File: src/rtl/out_ep_router.sv
// ---------------------------------------------------------------------------
// out_ep_router : steers the SIE OUT stream to one of N_EP endpoint FIFOs and
//                 tracks the expected DATA0/DATA1 toggle of each endpoint.
// Revision 1.0
// ---------------------------------------------------------------------------
`default_nettype none

module out_ep_router #(
  parameter int N_EP = 2
) (
  input  logic            clk_i,
  input  logic            rstn_i,
  input  logic            clk_gate_i,
  input  logic            out_token_i,
  input  logic [3:0]      out_ep_i,
  input  logic [7:0]      out_data_i,
  input  logic            out_valid_i,
  input  logic            out_err_i,
  input  logic            out_ready_i,
  output logic            out_nak_o,
  output logic            out_stall_o,
  input  logic [N_EP-1:0] ep_enable_i,
  input  logic [N_EP-1:0] toggle_clear_i,
  output logic [N_EP-1:0] out_toggle_o,
  output logic [7:0]      fifo_out_data_o,
  output logic [N_EP-1:0] fifo_out_valid_o,
  output logic [N_EP-1:0] fifo_out_err_o,
  output logic [N_EP-1:0] fifo_out_ready_o,
  input  logic [N_EP-1:0] fifo_out_nak_i,
  output logic            busy_o,
  output logic [3:0]      sel_o
);

  localparam logic [1:0] ST_IDLE    = 2'd0;
  localparam logic [1:0] ST_ROUTE   = 2'd1;
  localparam logic [1:0] ST_DISCARD = 2'd2;
  localparam logic [3:0] EP_MAX     = 4'(N_EP);

  logic [1:0]      state_q, state_d;
  logic [3:0]      sel_q, sel_d;
  logic [N_EP-1:0] toggle_q, toggle_d;

  // Widened copies let a 4-bit index address any endpoint without range checks.
  logic [15:0]     en_ext, nak_ext, sel_oh;
  logic            ep_hit, eop, sel_nak;

  assign en_ext  = 16'(ep_enable_i);
  assign nak_ext = 16'(fifo_out_nak_i);
  assign sel_oh  = 16'd1 << sel_q;
  assign sel_nak = nak_ext[sel_q];
  assign eop     = out_ready_i & ~out_valid_i;
  assign ep_hit  = (out_ep_i != 4'd0) && (out_ep_i <= EP_MAX) && en_ext[out_ep_i - 4'd1];

  always_ff @(posedge clk_i or negedge rstn_i) begin
    if (!rstn_i) begin
      state_q  <= ST_IDLE;
      sel_q    <= 4'd0;
      toggle_q <= '0;
    end else begin
      state_q  <= state_d;
      sel_q    <= sel_d;
      toggle_q <= toggle_d;
    end
  end

  always_comb begin
    state_d  = state_q;
    sel_d    = sel_q;
    toggle_d = toggle_q;
    if (clk_gate_i) begin
      // A token always restarts decoding, even when the previous packet lacked EOP.
      if (out_token_i) begin
        state_d = ep_hit ? ST_ROUTE : ST_DISCARD;
        sel_d   = ep_hit ? (out_ep_i - 4'd1) : 4'd0;
      end else if (eop && state_q != ST_IDLE) begin
        state_d = ST_IDLE;
        sel_d   = 4'd0;
        if (state_q == ST_ROUTE && !out_err_i && !sel_nak)
          toggle_d = toggle_q ^ sel_oh[N_EP-1:0];
      end
      if (state_q != ST_IDLE && state_q != ST_ROUTE && state_q != ST_DISCARD)
        state_d = ST_IDLE;
      toggle_d = toggle_d & ~toggle_clear_i;
    end
  end

  always_comb begin
    fifo_out_valid_o = '0;
    fifo_out_err_o   = '0;
    fifo_out_ready_o = '0;
    out_nak_o        = 1'b0;
    out_stall_o      = 1'b0;
    case (state_q)
      ST_ROUTE: begin
        out_nak_o = sel_nak;
        if (out_token_i) begin
          // Error-terminate the unfinished packet so the FIFO rolls it back.
          fifo_out_err_o   = sel_oh[N_EP-1:0];
          fifo_out_ready_o = sel_oh[N_EP-1:0];
        end else begin
          fifo_out_valid_o = out_valid_i ? sel_oh[N_EP-1:0] : '0;
          fifo_out_err_o   = out_err_i   ? sel_oh[N_EP-1:0] : '0;
          fifo_out_ready_o = out_ready_i ? sel_oh[N_EP-1:0] : '0;
        end
      end
      ST_DISCARD: out_stall_o = 1'b1;
      default: ;
    endcase
  end

  assign busy_o          = (state_q != ST_IDLE);
  assign sel_o           = busy_o ? sel_q : 4'd0;
  assign out_toggle_o    = toggle_q;
  assign fifo_out_data_o = out_data_i;

endmodule

`default_nettype wire

File: config.mk
export PLATFORM = sky130hd
export DESIGN_NAME = out_ep_router
export DESIGN_NICKNAME = d
export VERILOG_FILES = /design/src/rtl/out_ep_router.sv
export SDC_FILE = /design/constraint.sdc
export NUM_CORES = 1
export LEC_CHECK = 0
export CAP_MARGIN = 20
export CORE_UTILIZATION = 35
export CTS_CLUSTER_DIAMETER = 80
export DETAILED_ROUTE_END_ITERATION = 6
export PLACE_DENSITY = 0.87
export SLEW_MARGIN = 0
export SYNTH_ARGS = -nofsm -noshare
export SYNTH_HDL_FRONTEND = slang
export SYNTH_SLANG_ARGS = --single-unit
File: constraint.sdc
create_clock -name clk_i -period 3.17 [get_ports clk_i]
set_clock_uncertainty 0.05 [all_clocks]
set_input_delay 0.634 -clock clk_i [delete_from_list [all_inputs] [get_ports clk_i]]
set_output_delay 0.634 -clock clk_i [all_outputs]
set_load 0.01 [all_outputs]
==> results of run 1 <==
synthesized netlist by cell type (all sizes together):
| cell type | n | area share [%] |
|---|---|---|
| o21ai | 8 | 6.5 |
| buf | 8 | 9.8 |
| or4b | 1 | 1.6 |
| nand2 | 3 | 1.8 |
| a21oi | 1 | 0.82 |
| and3 | 2 | 2.0 |
| ha | 2 | 4.1 |
| a22o | 1 | 1.4 |
| nor3 | 1 | 0.82 |
| and2 | 3 | 3.1 |
| or3 | 1 | 1.0 |
| nand2b | 3 | 3.1 |
| nor2 | 8 | 4.9 |
| nor3b | 1 | 1.2 |
| dfrtp | 8 | 33 |
| nand3b | 2 | 2.4 |
| a22oi | 2 | 2.4 |
| mux2 | 1 | 2.4 |
| o211ai | 1 | 1.2 |
| nand3 | 3 | 2.4 |
| a2111o | 1 | 1.8 |
| nor2b | 6 | 6.1 |
| inv | 3 | 1.8 |
| nor4b | 1 | 1.4 |
| o2bb2ai | 2 | 2.9 |
how the worst max path moves through the flow:
stage | startpoint | slack [ns] | endpoint | depth (start not counted)
after global routing | sel_q[1] | 0.27 | fifo_out_valid_o[1] | 4
after global placement | out_token_i | 0.45 | fifo_out_err_o[1] | 4
after floorplan | fifo_out_nak_i[0] | 1.11 | out_toggle_o[1] | 4
final | out_token_i | 0.42 | fifo_out_valid_o[1] | 4
after detailed placement | out_token_i | 0.41 | fifo_out_valid_o[1] | 4
after CTS | out_token_i | 0.41 | fifo_out_valid_o[1] | 4
state kept, by name, indices dropped and copies added (netlist names):
signal        flops
sel_q             4
out_toggle_o      2
state_q           2
where the power goes:
group | total [mW] | switching (mW) | leakage (nW) | internal [mW]
Sequential | 0.108 | 0.00324 | 0.109 | 0.104
Clock | 0.0801 | 0.0366 | 0.0138 | 0.0435
Combinational | 0.0562 | 0.0230 | 0.254 | 0.0332
worst max-delay path, delay by kind of cell:
| family | cells | cell delay [ns] |
|---|---|---|
| simple gates | 2 | 0.35 |
| buf+inv | 2 | 1.07 |
cell type report:
cell class,count,share of cell area [%]
Multi-Input combinational cell,54,37.7
Timing Repair Buffer,31,34.3
Sequential cell,8,22.1
Clock buffer,3,2.49
Tap cell,16,2.21
Inverter,3,1.24
kinds of logic after synthesis:
group	synth area share, %
AOI/OAI and AO/OA	17.1
adders and majority gates	4.08
buffers and inverters	11.6
DFF	32.7
muxes	2.45
and+or+nand+nor	32.0
stage by stage:
step | util (%) | instances | hold WS [ns] | power (mW)
2_1_floorplan | - | 73 | 0.288 | 0.139
3_3_place_gp | 56.0 | 112 | 0.442 | 0.165
3_5_place_dp | 56.0 | 112 | 0.446 | 0.166
4_1_cts | 57.5 | 115 | 0.464 | 0.245
5_1_grt | 57.5 | 115 | 0.482 | 0.258
6_report | 57.5 | 115 | 0.460 | 0.244
layer usage:
metal,track usage [%],wire (um),part of all wire [%]
met4,8.48,23,1.7
met3,2.92,148,11
met1,20.8,606,44
met5,0,0,0
met2,25.4,599,43
==> results.cfg, run 1 <==
[status]
status = finished with violations
violations = design-rule violations

[finish]
fin_area_um2 = 906
final_cell_mix = clkdlybuf4s50_1, o21ai_0, nor2_1, dfrtp_1, nor2b_1
diodes = 0
final_layout_size_suffix_gt1_share_pct = 4.04
multiInputGateArea_um2 = 342
layout_commonest_cell = clkdlybuf4s50_1
syn_to_final_growth_pct = 47.8
fin_nets = 128
register_area_um2 = 200
fill_cells = 154

[clocking]
clock-root-buffer = clkbuf_4
post_cts_buffers = 0
clock_sinks = 8
clk_pin_slew_ns = 0.06
cts_resized = 0
cts_made_buffers = 3
ctsHoldBuffers = 0
cts_tree = built
max-clock-path-buffers = 2
h-tree-depth = 1
clkLatencyLatePin_ns = 0.26

[sta]
rsz0062_at_grt = no
tightest_slew_ns = 0.573
tns_ns = 0
post-route-period-util_pct = 86.7
setup_viol = 0
slew_headroom_pct = 61.5
fmax_mhz = 364
setup_ws_ns = 0.422
period_needed_ns = 2.75
hold_violations = 0
drv_slew = 0

[setup_path]
critPathCaptureType = output port
cp_cell_sequence = clkdlybuf4s50_1, nand3b_1, nor2_1, clkdlybuf4s50_1
critPathKind = input pin to output port
crit_arrival_ns = 2.06
reg2reg_from = sel_q[0]
ff2ff_path_depth = 4
rrSetupSlack_ns = 1.14
r2r_end = out_toggle_o[1]
cp.required_ns = 2.49
crit_path_start_kind = input pin
path_common_cell = clkdlybuf4s50_1
crit_fanout = 9
crit_path_top_delay_cell = clkdlybuf4s50_1
max_stage_delay_ns = 0.55

[min_path]
hold_path_depth = 1
min_from = sel_q[2]
hold_path_class = flip-flop to flip-flop
holdPathEnd = sel_q[2]

[power]
power_density_nw_per_um2 = 269
p_leak_nw = 0.377
ir_drop_v = 0.000170

[floorplanning]
core_area_um2 = 1580
row_count = 14
die_y_um = 43.9
dieArea_um2 = 1920
chipWidth_um = 43.9
initial_utilization_pct = 38.9
io_pins = 48

[placed_design]
pre_cts_slack_ns = 0.411
place_area_um2 = 883
gp_congestion = 0.765
io_buffer_count = 31
dpl.hpwl_um = 1110

[grt]
grt.total_usage_pct = 16.1
grt_antenna_before_repair = 0
grt_pass1_vias = 571
grt_overflow = 0
grt_pass1_wl_um = 2330
grt_max_degree = 10

[detailed_routing]
drt_first_pass_iters = 6
drtIter0Drc = 20
ant_nets = 0
num_vias = 630
drt_wl_total_um = 1380
routedWlPerCell_um = 12.0
drcViolationCount = 5
viasPerCell = 5.48

[synthesis]
synthesis.instances = 73
synth-seq-cells = 8
yosysWarningCount = 0
synth-seq-area-share_pct = 32.7
syn_area_um2 = 613
synth_nets = 100
ys_types = 25
synth.avg_cell_area_um2 = 8.40

[flow_run]
drv_cap = 0
Power figures use the tool's default switching activity.
==> run 2: changes to the inputs <==
==> constraint.sdc (replaced) <==
create_clock -name clk_i -period 3.17 [get_ports clk_i]
set_clock_uncertainty 0.05 [all_clocks]
set_input_delay 0.634 -clock clk_i [delete_from_list [all_inputs] [get_ports clk_i]]
set_output_delay 0.634 -clock clk_i [all_outputs]
set_load 0.1 [all_outputs]
==> run 2 against run 1 <==
The flow still finishes with violations (design-rule violations). Total power up 10%. Global-route usage up 0.57 points. Utilization up 3.2 points. Routed wire length up 3.6%. Die area unchanged. Cell area up 5.5%.
==> results.cfg, run 2 (synthesis results as in run 1) <==
[sta]
rsz0062_at_grt = no
fmax_mhz = 398
tns_ns = 0
drv_slew = 0
slew_headroom_pct = 63.7
hold_violations = 0
period_needed_ns = 2.51
setup_viol = 0
tightest_slew_ns = 0.540
post-route-period-util_pct = 79.3
whs_ns = 0.465

[placed_design]
dpl.hpwl_um = 1160
io_buffer_count = 31
gp_congestion = 0.763
place_inst = 112

[detailed_routing]
drtIter0Drc = 16
ant_nets = 0
routedWlPerCell_um = 12.4
viasPerCell = 5.31
drcViolationCount = 5
drt_first_pass_iters = 7
drt_wl_total_um = 1430
num_vias = 611

[finish]
final_cell_mix = clkdlybuf4s50_1, o21ai_0, nor2_1, dfrtp_1, buf_4
largest-register = sel_q
final_layout_size_suffix_gt1_share_pct = 19.2
fin_nets = 128
syn_to_final_growth_pct = 55.9
layout_commonest_cell = clkdlybuf4s50_1
largest_register_ffs = 4
fin_util_pct = 60.6
diodes = 0
finalNonFillerCells = 115

[clocking]
clock-root-buffer = clkbuf_4
post_cts_buffers = 0
cts_made_buffers = 3
clkLatencyLatePin_ns = 0.25
ctsHoldBuffers = 0
max-clock-path-buffers = 2
h-tree-depth = 1
clock_sinks = 8
cts_resized = 0
cts_tree = built
clk_pin_slew_ns = 0.05

[setup_path]
max_stage_delay_ns = 0.61
crit_fanout = 9
critPathCaptureType = output port
path_buf_inv = 2
worstSetupPathDepth = 4
cpLargestDelayFamily = buffers and inverters
cp.required_ns = 2.49
crit_arrival_ns = 1.83
ff2ff_path_depth = 4
cp_cell_sequence = clkdlybuf4s50_1, o21ai_0, nor2_1, buf_12
crit_path_top_delay_cell = clkdlybuf4s50_1
crit_path_start_kind = input pin
critPathKind = input pin to output port

[grt]
grt.total_usage_pct = 16.6
grt_overflow = 0
grt_max_degree = 10
grt_pass1_vias = 570
grt_pass1_wl_um = 2380
grt_antenna_before_repair = 0

[status]
status = finished with violations
violations = design-rule violations

[floorplanning]
row_count = 14
dieArea_um2 = 1920
core_area_um2 = 1580
initial_utilization_pct = 38.9
chipWidth_um = 43.9
io_pins = 48
die_y_um = 43.9

[flow_run]
drv_cap = 0

[min_path]
hold_path_class = flip-flop to flip-flop
hold_path_depth = 1

[power]
ir_drop_v = 0.000187
power_uw = 269
p_leak_nw = 0.424
power_density_nw_per_um2 = 282
run 2: path summary, 6_finish.rpt:
kind,from,endpoint,slack [ns]
worst min register to register,sel_q[3],sel_q[3],0.47
max in group asynchronous,rstn_i,out_toggle_o[1],2.18
worst max register to register,sel_q[0],out_toggle_o[1],1.15
worst max-delay path,out_token_i,fifo_out_err_o[0],0.66
min in group asynchronous,rstn_i,sel_q[1],0.62
worst min-delay path,sel_q[3],sel_q[3],0.47
run 2: power by group:
group / internal (mW) / leakage (nW) / switching (mW)
Combinational: 0.0328 / 0.301 / 0.0529
Clock: 0.0432 / 0.0138 / 0.0329
Sequential: 0.104 / 0.109 / 0.00309
Total: 0.180 / 0.424 / 0.0889
run 2: final cells by class:
class / instances / area, um^2
timing repair buffer: 31 / 360
inverter: 3 / 11.3
multi-input combinational: 54 / 342
clock buffer: 3 / 22.5
sequential: 8 / 200
tap: 16 / 20.0
fill: 134 / 621
run 2: layer usage:
| layer | track usage, % | wire length (um) | up-vias |
|---|---|---|---|
| met4 | 10.3 | 18 | 0 |
| met2 | 24.8 | 659 | 38 |
| met1 | 21.8 | 587 | 264 |
| met5 | 0 | 0 | - |
| met3 | 3.75 | 162 | 5 |
| li1 | - | - | 304 |
run 2: through the flow:
step / instance area, um^2 / setup WS (ns)
after floorplan: 613 / 0.289
after global placement: 933 / 0.641
after detailed placement: 933 / 0.631
after CTS: 956 / 0.656
after global routing: 956 / 0.554
final: 956 / 0.657
